--- src/rtl/red_pitaya_iq_gain_ramper_pkg.sv ---
// Shared definitions for the IQ gain ramper.
// Holds the FSM state encoding, the channel count and default widths,
// plus a small width helper used when sizing internal arithmetic.
package red_pitaya_iq_gain_ramper_pkg;

  localparam int NUM_CH       = 4;
  localparam int DEF_GAINBITS = 16;
  localparam int DEF_STEPBITS = 16;
  localparam int DEF_DIVBITS  = 16;

  typedef enum logic {
    ST_IDLE = 1'b0,
    ST_RAMP = 1'b1
  } state_e;

  function automatic int max2(input int a, input int b);
    return (a > b) ? a : b;
  endfunction

endpackage

--- src/rtl/red_pitaya_iq_gain_ramper_if.sv ---
// Bundle between the IQ register bank (master) and the gain ramper (slave).
// Master drives targets, step size, prescaler period and the start/abort
// pulses; slave returns the four registered gains plus busy and done.
interface red_pitaya_iq_gain_ramper_if #(
  parameter int GAINBITS = 16,
  parameter int STEPBITS = 16,
  parameter int DIVBITS  = 16
);

  logic signed [GAINBITS-1:0] tgt1_i, tgt2_i, tgt3_i, tgt4_i;
  logic        [STEPBITS-1:0] step_i;
  logic        [DIVBITS-1:0]  div_i;
  logic                       start_i;
  logic                       abort_i;
  logic signed [GAINBITS-1:0] g1_o, g2_o, g3_o, g4_o;
  logic                       busy_o;
  logic                       done_o;

  modport master (
    output tgt1_i, tgt2_i, tgt3_i, tgt4_i, step_i, div_i, start_i, abort_i,
    input  g1_o, g2_o, g3_o, g4_o, busy_o, done_o
  );

  modport slave (
    input  tgt1_i, tgt2_i, tgt3_i, tgt4_i, step_i, div_i, start_i, abort_i,
    output g1_o, g2_o, g3_o, g4_o, busy_o, done_o
  );

endinterface

--- src/rtl/red_pitaya_gain_step.sv ---
// One channel of the ramp: purely combinational next gain value.
// Ports: g_i current gain, tgt_i target gain, step_i unsigned max change
// (0 means jump), next_o gain after one update, never past the target.
module red_pitaya_gain_step
  import red_pitaya_iq_gain_ramper_pkg::*;
#(
  parameter int GAINBITS = DEF_GAINBITS,
  parameter int STEPBITS = DEF_STEPBITS
) (
  input  logic signed [GAINBITS-1:0] g_i,
  input  logic signed [GAINBITS-1:0] tgt_i,
  input  logic        [STEPBITS-1:0] step_i,
  output logic signed [GAINBITS-1:0] next_o
);

  // Wide enough for a full-range difference and a zero-extended step, so
  // neither the distance nor g +/- step can ever wrap.
  localparam int W = max2(GAINBITS, STEPBITS) + 2;

  logic signed [W-1:0] g_w, tgt_w, diff_w, mag_w, step_w;

  // Jump when the remaining distance fits in one step (or step is 0),
  // otherwise move one step towards the target.
  always_comb begin
    g_w    = W'(g_i);
    tgt_w  = W'(tgt_i);
    step_w = W'(step_i);
    diff_w = tgt_w - g_w;
    mag_w  = diff_w[W-1] ? -diff_w : diff_w;
    if ((step_i == '0) || (mag_w <= step_w)) begin
      next_o = tgt_i;
    end else if (diff_w[W-1]) begin
      next_o = GAINBITS'(g_w - step_w);
    end else begin
      next_o = GAINBITS'(g_w + step_w);
    end
  end

endmodule

--- src/rtl/red_pitaya_iq_gain_ramper.sv ---
// Gain ramp sequencer for the IQ modulator: moves g1..g4 to new targets in
// bounded linear steps, one update per prescaler period.
// Ports: clk_i/rst_i (synchronous, active high), bus (slave side of the
// ramper interface: targets, step, div, start/abort in; gains, busy, done out).
module red_pitaya_iq_gain_ramper
  import red_pitaya_iq_gain_ramper_pkg::*;
#(
  parameter int GAINBITS = DEF_GAINBITS,
  parameter int STEPBITS = DEF_STEPBITS,
  parameter int DIVBITS  = DEF_DIVBITS
) (
  input  logic                         clk_i,
  input  logic                         rst_i,
  red_pitaya_iq_gain_ramper_if.slave   bus
);

  state_e                     state_q, state_d;
  logic        [DIVBITS-1:0]  presc_q, presc_d;
  logic        [DIVBITS-1:0]  div_q, div_d;
  logic        [STEPBITS-1:0] step_q, step_d;
  logic                       arm_q, arm_d;
  logic                       busy_q, busy_d;
  logic                       done_q, done_d;
  logic signed [GAINBITS-1:0] tgt_q [NUM_CH];
  logic signed [GAINBITS-1:0] tgt_d [NUM_CH];
  logic signed [GAINBITS-1:0] g_q   [NUM_CH];
  logic signed [GAINBITS-1:0] g_d   [NUM_CH];
  logic signed [GAINBITS-1:0] g_nxt [NUM_CH];
  logic signed [GAINBITS-1:0] tgt_in [NUM_CH];
  logic                       all_hit;

  assign tgt_in[0] = bus.tgt1_i;
  assign tgt_in[1] = bus.tgt2_i;
  assign tgt_in[2] = bus.tgt3_i;
  assign tgt_in[3] = bus.tgt4_i;

  for (genvar i = 0; i < NUM_CH; i++) begin : g_ch
    red_pitaya_gain_step #(
      .GAINBITS (GAINBITS),
      .STEPBITS (STEPBITS)
    ) u_step (
      .g_i    (g_q[i]),
      .tgt_i  (tgt_q[i]),
      .step_i (step_q),
      .next_o (g_nxt[i])
    );
  end

  // True when the pending update lands every channel on its target.
  always_comb begin
    all_hit = 1'b1;
    for (int i = 0; i < NUM_CH; i++) begin
      if (g_nxt[i] != tgt_q[i]) all_hit = 1'b0;
    end
  end

  // Abort beats start; start (from IDLE or mid-ramp) relatches and arms.
  // arm_q burns one cycle after start so the first tick lands at N+2+div.
  always_comb begin
    state_d = state_q;
    presc_d = presc_q;
    div_d   = div_q;
    step_d  = step_q;
    arm_d   = arm_q;
    done_d  = 1'b0;
    for (int i = 0; i < NUM_CH; i++) begin
      tgt_d[i] = tgt_q[i];
      g_d[i]   = g_q[i];
    end
    if (bus.abort_i) begin
      state_d = ST_IDLE;
      arm_d   = 1'b0;
    end else if (bus.start_i) begin
      state_d = ST_RAMP;
      presc_d = '0;
      div_d   = bus.div_i;
      step_d  = bus.step_i;
      arm_d   = 1'b1;
      for (int i = 0; i < NUM_CH; i++) tgt_d[i] = tgt_in[i];
    end else if (state_q == ST_RAMP) begin
      if (arm_q) begin
        arm_d = 1'b0;
      end else if (presc_q == div_q) begin
        presc_d = '0;
        for (int i = 0; i < NUM_CH; i++) g_d[i] = g_nxt[i];
        if (all_hit) begin
          state_d = ST_IDLE;
          done_d  = 1'b1;
        end
      end else begin
        presc_d = presc_q + 1'b1;
      end
    end
    busy_d = (state_d == ST_RAMP);
  end

  always_ff @(posedge clk_i) begin
    if (rst_i) begin
      state_q <= ST_IDLE;
      presc_q <= '0;
      div_q   <= '0;
      step_q  <= '0;
      arm_q   <= 1'b0;
      busy_q  <= 1'b0;
      done_q  <= 1'b0;
      for (int i = 0; i < NUM_CH; i++) begin
        tgt_q[i] <= '0;
        g_q[i]   <= '0;
      end
    end else begin
      state_q <= state_d;
      presc_q <= presc_d;
      div_q   <= div_d;
      step_q  <= step_d;
      arm_q   <= arm_d;
      busy_q  <= busy_d;
      done_q  <= done_d;
      for (int i = 0; i < NUM_CH; i++) begin
        tgt_q[i] <= tgt_d[i];
        g_q[i]   <= g_d[i];
      end
    end
  end

  assign bus.g1_o   = g_q[0];
  assign bus.g2_o   = g_q[1];
  assign bus.g3_o   = g_q[2];
  assign bus.g4_o   = g_q[3];
  assign bus.busy_o = busy_q;
  assign bus.done_o = done_q;

endmodule
--- src/flat_wrapper.sv ---
// flat-port wrapper written by rule: the top's interface ports become plain ports
module red_pitaya_iq_gain_ramper_flat import red_pitaya_iq_gain_ramper_pkg::*;
#(
  parameter int GAINBITS = DEF_GAINBITS,
  parameter int STEPBITS = DEF_STEPBITS,
  parameter int DIVBITS  = DEF_DIVBITS
)
  (clk_i, rst_i, bus_tgt1_i, bus_tgt2_i, bus_tgt3_i, bus_tgt4_i, bus_step_i, bus_div_i, bus_start_i, bus_abort_i, bus_g1_o, bus_g2_o, bus_g3_o, bus_g4_o, bus_busy_o, bus_done_o);
  red_pitaya_iq_gain_ramper_if #(.GAINBITS(GAINBITS), .STEPBITS(STEPBITS), .DIVBITS(DIVBITS)) bus_i ();
  input  logic clk_i;
  input  logic rst_i;
  input wire logic [$bits(bus_i.tgt1_i)-1:0] bus_tgt1_i;
  input wire logic [$bits(bus_i.tgt2_i)-1:0] bus_tgt2_i;
  input wire logic [$bits(bus_i.tgt3_i)-1:0] bus_tgt3_i;
  input wire logic [$bits(bus_i.tgt4_i)-1:0] bus_tgt4_i;
  input wire logic [$bits(bus_i.step_i)-1:0] bus_step_i;
  input wire logic [$bits(bus_i.div_i)-1:0] bus_div_i;
  input wire logic [$bits(bus_i.start_i)-1:0] bus_start_i;
  input wire logic [$bits(bus_i.abort_i)-1:0] bus_abort_i;
  output wire logic [$bits(bus_i.g1_o)-1:0] bus_g1_o;
  output wire logic [$bits(bus_i.g2_o)-1:0] bus_g2_o;
  output wire logic [$bits(bus_i.g3_o)-1:0] bus_g3_o;
  output wire logic [$bits(bus_i.g4_o)-1:0] bus_g4_o;
  output wire logic [$bits(bus_i.busy_o)-1:0] bus_busy_o;
  output wire logic [$bits(bus_i.done_o)-1:0] bus_done_o;
  assign bus_i.tgt1_i = bus_tgt1_i;
  assign bus_i.tgt2_i = bus_tgt2_i;
  assign bus_i.tgt3_i = bus_tgt3_i;
  assign bus_i.tgt4_i = bus_tgt4_i;
  assign bus_i.step_i = bus_step_i;
  assign bus_i.div_i = bus_div_i;
  assign bus_i.start_i = bus_start_i;
  assign bus_i.abort_i = bus_abort_i;
  assign bus_g1_o = bus_i.g1_o;
  assign bus_g2_o = bus_i.g2_o;
  assign bus_g3_o = bus_i.g3_o;
  assign bus_g4_o = bus_i.g4_o;
  assign bus_busy_o = bus_i.busy_o;
  assign bus_done_o = bus_i.done_o;
  red_pitaya_iq_gain_ramper #(.GAINBITS(GAINBITS), .STEPBITS(STEPBITS), .DIVBITS(DIVBITS)) u_core (.clk_i(clk_i), .rst_i(rst_i), .bus(bus_i));
endmodule
--- config.mk ---
export PLATFORM = sky130hd
export DESIGN_NAME = red_pitaya_iq_gain_ramper_flat
export DESIGN_NICKNAME = d
export VERILOG_FILES = /design/src/rtl/red_pitaya_iq_gain_ramper_pkg.sv /design/src/rtl/red_pitaya_iq_gain_ramper_if.sv /design/src/rtl/red_pitaya_gain_step.sv /design/src/rtl/red_pitaya_iq_gain_ramper.sv /design/src/flat_wrapper.sv
export SDC_FILE = /design/constraint.sdc
export NUM_CORES = 1
export LEC_CHECK = 0
export CAP_MARGIN = 20
export CORE_AREA = 4 4 185 187
export CTS_CLUSTER_DIAMETER = 30
export DETAILED_ROUTE_END_ITERATION = 7
export DIE_AREA = 0 0 189 191
export GPL_TIMING_DRIVEN = 0
export PLACE_DENSITY = 0.8
export SLEW_MARGIN = 20
export SYNTH_ARGS = -nofsm -noshare
export SYNTH_HDL_FRONTEND = slang
export SYNTH_HIERARCHICAL = 1
export SYNTH_SLANG_ARGS = --single-unit
--- constraint.sdc ---
create_clock -name clk_i -period 14.5 [get_ports clk_i]
set_input_delay 3.625 -clock clk_i [delete_from_list [all_inputs] [get_ports clk_i]]
set_output_delay 3.625 -clock clk_i [all_outputs]
set_load 0.01 [all_outputs]
==> impl_metrics.csv <==
group,metric,value,unit
die,die_h,191,um
place,post-place-cells,3079,
layout,fin_cells,3111,
die,die_w,189,um
yosys,ys_seq_elements,179,
yosys,synthFlopType,"dfxtp_1",
detailed_routing,antenna_left,0,
sta,fin_skew,10.29,ps
clock_network,cts-root-buf,"clkbuf_16",
global_route,grt_overflow,0,
layout,drive_gt1_frac,0.06782,
place,gp_congestion,0.9644,
layout,final-seq-area,3585,um2
worst_setup_path,arrival,8550,ps
global_route,grt_pass1_vias,18440,
clock_network,clk_pin_slew,70,ps
sta,timing.final.crit_share,0.5664,
place,port_buffers,164,
worst_setup_path,cp_slowest_cell,"nor4_1",
global_route,antenna_found_initial,0,
yosys,ys_async_sr_fraction,0,
yosys,synth_edf_count,0,
status,status,"finished, final reports clean",
detailed_routing,drtIter0Drc,1961,
yosys,synth.net_count,2778,
layout,fin_util,0.6717,
sta,slew_headroom,0.2102,
hold_path,worst_hold_path_type,"reg2reg",
die,design.die.area,36100,um2
detailed_routing,vias_per_cell,6.277,
clock_network,cts.sinks,179,
sta,worst_slew_pin_slew,1183,ps
worst_setup_path,worstReg2RegStart,"u_core/tgt_q[1][0]",
power_and_ir_drop,power_leakage,8.703,nW
layout,nets,2961,
yosys,syn_inst,2473,
worst_setup_path,worstPathRequired,14840,ps
sta,fmax,121.8,MHz
worst_setup_path,cp-end-kind,"flip-flop",
layout,area_delta_synth_final,14.78,%
detailed_routing,vias,19530,
place,dp_hpwl,50760,um
detailed_routing,drt_pass1_iterations,7,
die,ios,166,
worst_setup_path,path_max_fanout,10,
yosys,syn_area_per_cell,7.680,um2
layout,multiInputGateArea,14170,um2
clock_network,clock_latency,440,ps
clock_network,cts_hold_buf,0,
worst_setup_path,worstSetupStartpointType,"flip-flop",
job,maxCapViolCount,0,
sta,finalSetupViolations,0,
sta,grt_setup_unrepaired,"false",
worst_setup_path,critPathMaxStageDelay,710,ps
clock_network,numCtsBuffers,17,
clock_network,cts.path.max_buffers,2,
worst_setup_path,worstSetupStartpoint,"u_core/tgt_q[1][0]",
clock_network,cts_resized,0,
detailed_routing,finalWirelength,64170,um
die,fp-row-count,66,
yosys,ys_types,101,
layout,insertedDiodeCount,0,
power_and_ir_drop,peakVddDrop,101.6,uV
global_route,grt_max_degree,20,
detailed_routing,drcViolationCount,0,
sta,maxSlewViolCount,0,
global_route,grt_usage,0.3404,
sta,fin_crit,8213,ps
yosys,yosysWarnings,6,
clock_network,cts_max_level,4,
yosys,syn-cell-area,18990,um2
die,start_util,0.5852,
power_and_ir_drop,cellPowerDensity,117.8,nW/um2
clock_network,postCtsSetupRepairBufs,0,
layout,fillers,2878,
worst_setup_path,critPathMostFrequentCell,"a21oi_1",
hold_path,min_from,"u_core/div_q[15]",
sta,hold_viol_final,0,
sta,finalSetupTns,0,ps
worst_setup_path,critPathKind,"reg2reg",
die,coreArea,32450,um2
global_route,grt_pass1_wl,98400,um
clock_network,cts_tree,"done",
detailed_routing,detail_route.wl_per_cell,20.63,um
yosys,ys_seq_area_frac,0.1887,
## Yosys cell counts, types with 13 or more instances
cell type  instances  share of area
xnor2_1          163          0.075
nand2b_1          16         0.0053
nand3_1          114          0.030
buf_6             15         0.0089
nor4_1            38          0.013
dfxtp_1          179           0.19
mux2_2            25          0.015
ha_1             197           0.13
or3_1             14         0.0046
clkbuf_1          64          0.013
xor2_1           133          0.061
o21ai_0          151          0.040
and3_1            13         0.0043
nor2b_1           24         0.0079
o31ai_1           15         0.0059
o21a_1            22         0.0087
a31oi_1           27         0.0089
nor3_1            36         0.0095
inv_1            176          0.035
nand4_1           27         0.0089
mux2_4            33          0.026
a21o_1            38          0.015
mux2i_1           13         0.0069
nor2_1           136          0.027
a211oi_1          17         0.0067
buf_2             18         0.0047
nand2_1          267          0.053
a21oi_1          270          0.071
## worst max-delay path, delay by kind of cell (launching register included)
family / cells / cell delay (ps)
buffers and inverters: 3 / 840
and+or+nand+nor: 8 / 2340
muxes: 1 / 330
adders and majority gates: 3 / 860
DFF: 1 / 380
xor gates and xnor gates: 2 / 310
AOI/OAI and AO/OA: 12 / 3020
## sequential cells by signal, summed over array words and instances (netlist names)
name               flops
u_core/arm_q           1
u_core/div_q          16
u_core/step_q         16
u_core/bus.busy_o      1
u_core/presc_q        16
u_core/tgt_q          64
u_core/g_q            64
u_core/bus.done_o      1
## final timing paths
check                                          to  slack [ps]  cells past startpoint
worst max register to register  u_core/bus.done_o        6290                     29
worst max-delay path            u_core/bus.done_o        6290                     29
worst min register to register   u_core/div_q[15]         470                      2
worst min-delay path             u_core/div_q[15]         470                      2
## logic make-up after synthesis
family	count (synthesis)	share of synthesized area
flip-flops	179	0.1887
adder cells (fa/ha/maj)	205	0.1382
XOR/XNOR	299	0.1397
multiplexers	71	0.04776
AND/OR/NAND/NOR	762	0.1978
AO/OA/AOI/OAI	675	0.2227
buffers and inverters	282	0.06516
## metrics by stage
stage	worst slack (ps)	area, um2	power, W	hold WS, ps
global placement	6760	21190	0.002018	459.1
CTS	6526	21800	0.002535	472.1
floorplan	8535	18990	0.001706	447.8
detailed placement	6650	21190	0.002047	463.3
finish	6287	21800	0.002569	471.2
global route	6034	21800	0.002713	503.5
## layout make-up
| class | count | share of cell area |
|---|---|---|
| plain buffers | 106 | 0.02646 |
| clock buffers | 22 | 0.02129 |
| clock inverters | 10 | 0.006773 |
| inverters | 176 | 0.03030 |
| multi-input cells | 2012 | 0.6501 |
| flip-flops and latches | 179 | 0.1644 |
| well taps | 442 | 0.02537 |
| repair buffers | 164 | 0.07530 |
## cells in the final DEF (no fill, tap or decap), drive strengths merged, types with 12 or more instances in the layout
| cell | netlist | layout |
|---|---|---|
| nand2 | 268 | 268 |
| nor2b | 25 | 25 |
| and3 | 13 | 13 |
| xnor2 | 165 | 165 |
| mux2 | 58 | 58 |
| dfxtp | 179 | 179 |
| clkdlybuf4s50 | 0 | 164 |
| clkbuf | 65 | 87 |
| or4 | 12 | 12 |
| nor4 | 43 | 43 |
| nand4 | 28 | 28 |
| nor3 | 36 | 36 |
| nand3 | 114 | 114 |
| a31oi | 27 | 27 |
| a211oi | 17 | 17 |
| o211ai | 14 | 14 |
| nor2 | 136 | 136 |
| o21a | 22 | 22 |
| a21oi | 274 | 274 |
| nand2b | 16 | 16 |
| or3 | 16 | 16 |
| inv | 176 | 178 |
| buf | 41 | 41 |
| xor2 | 134 | 134 |
| ha | 197 | 197 |
| o31ai | 15 | 15 |
| o21ai | 157 | 157 |
| mux2i | 13 | 13 |
| a21o | 40 | 40 |
## where the power goes
group / internal (W) / switching (W) / leakage [nW] / total, W
clock network: 0.000282 / 0.000200 / 0.288 / 0.000482
logic: 0.000706 / 0.000838 / 6.96 / 0.00154
registers: 0.000505 / 0.0000364 / 1.45 / 0.000542
total: 0.00149 / 0.00107 / 8.70 / 0.00257
## routing by layer
metal	part of all wire	routed length [um]	global-route usage	vias to the layer above
met5	0	0	0	-
met4	0.054	3447	0.1612	0
met3	0.085	5465	0.04839	179
met2	0.46	29240	0.5709	951
met1	0.41	26020	0.4327	9230
li1	-	-	-	9169
Note: power is estimated with default switching activity, not from simulation.
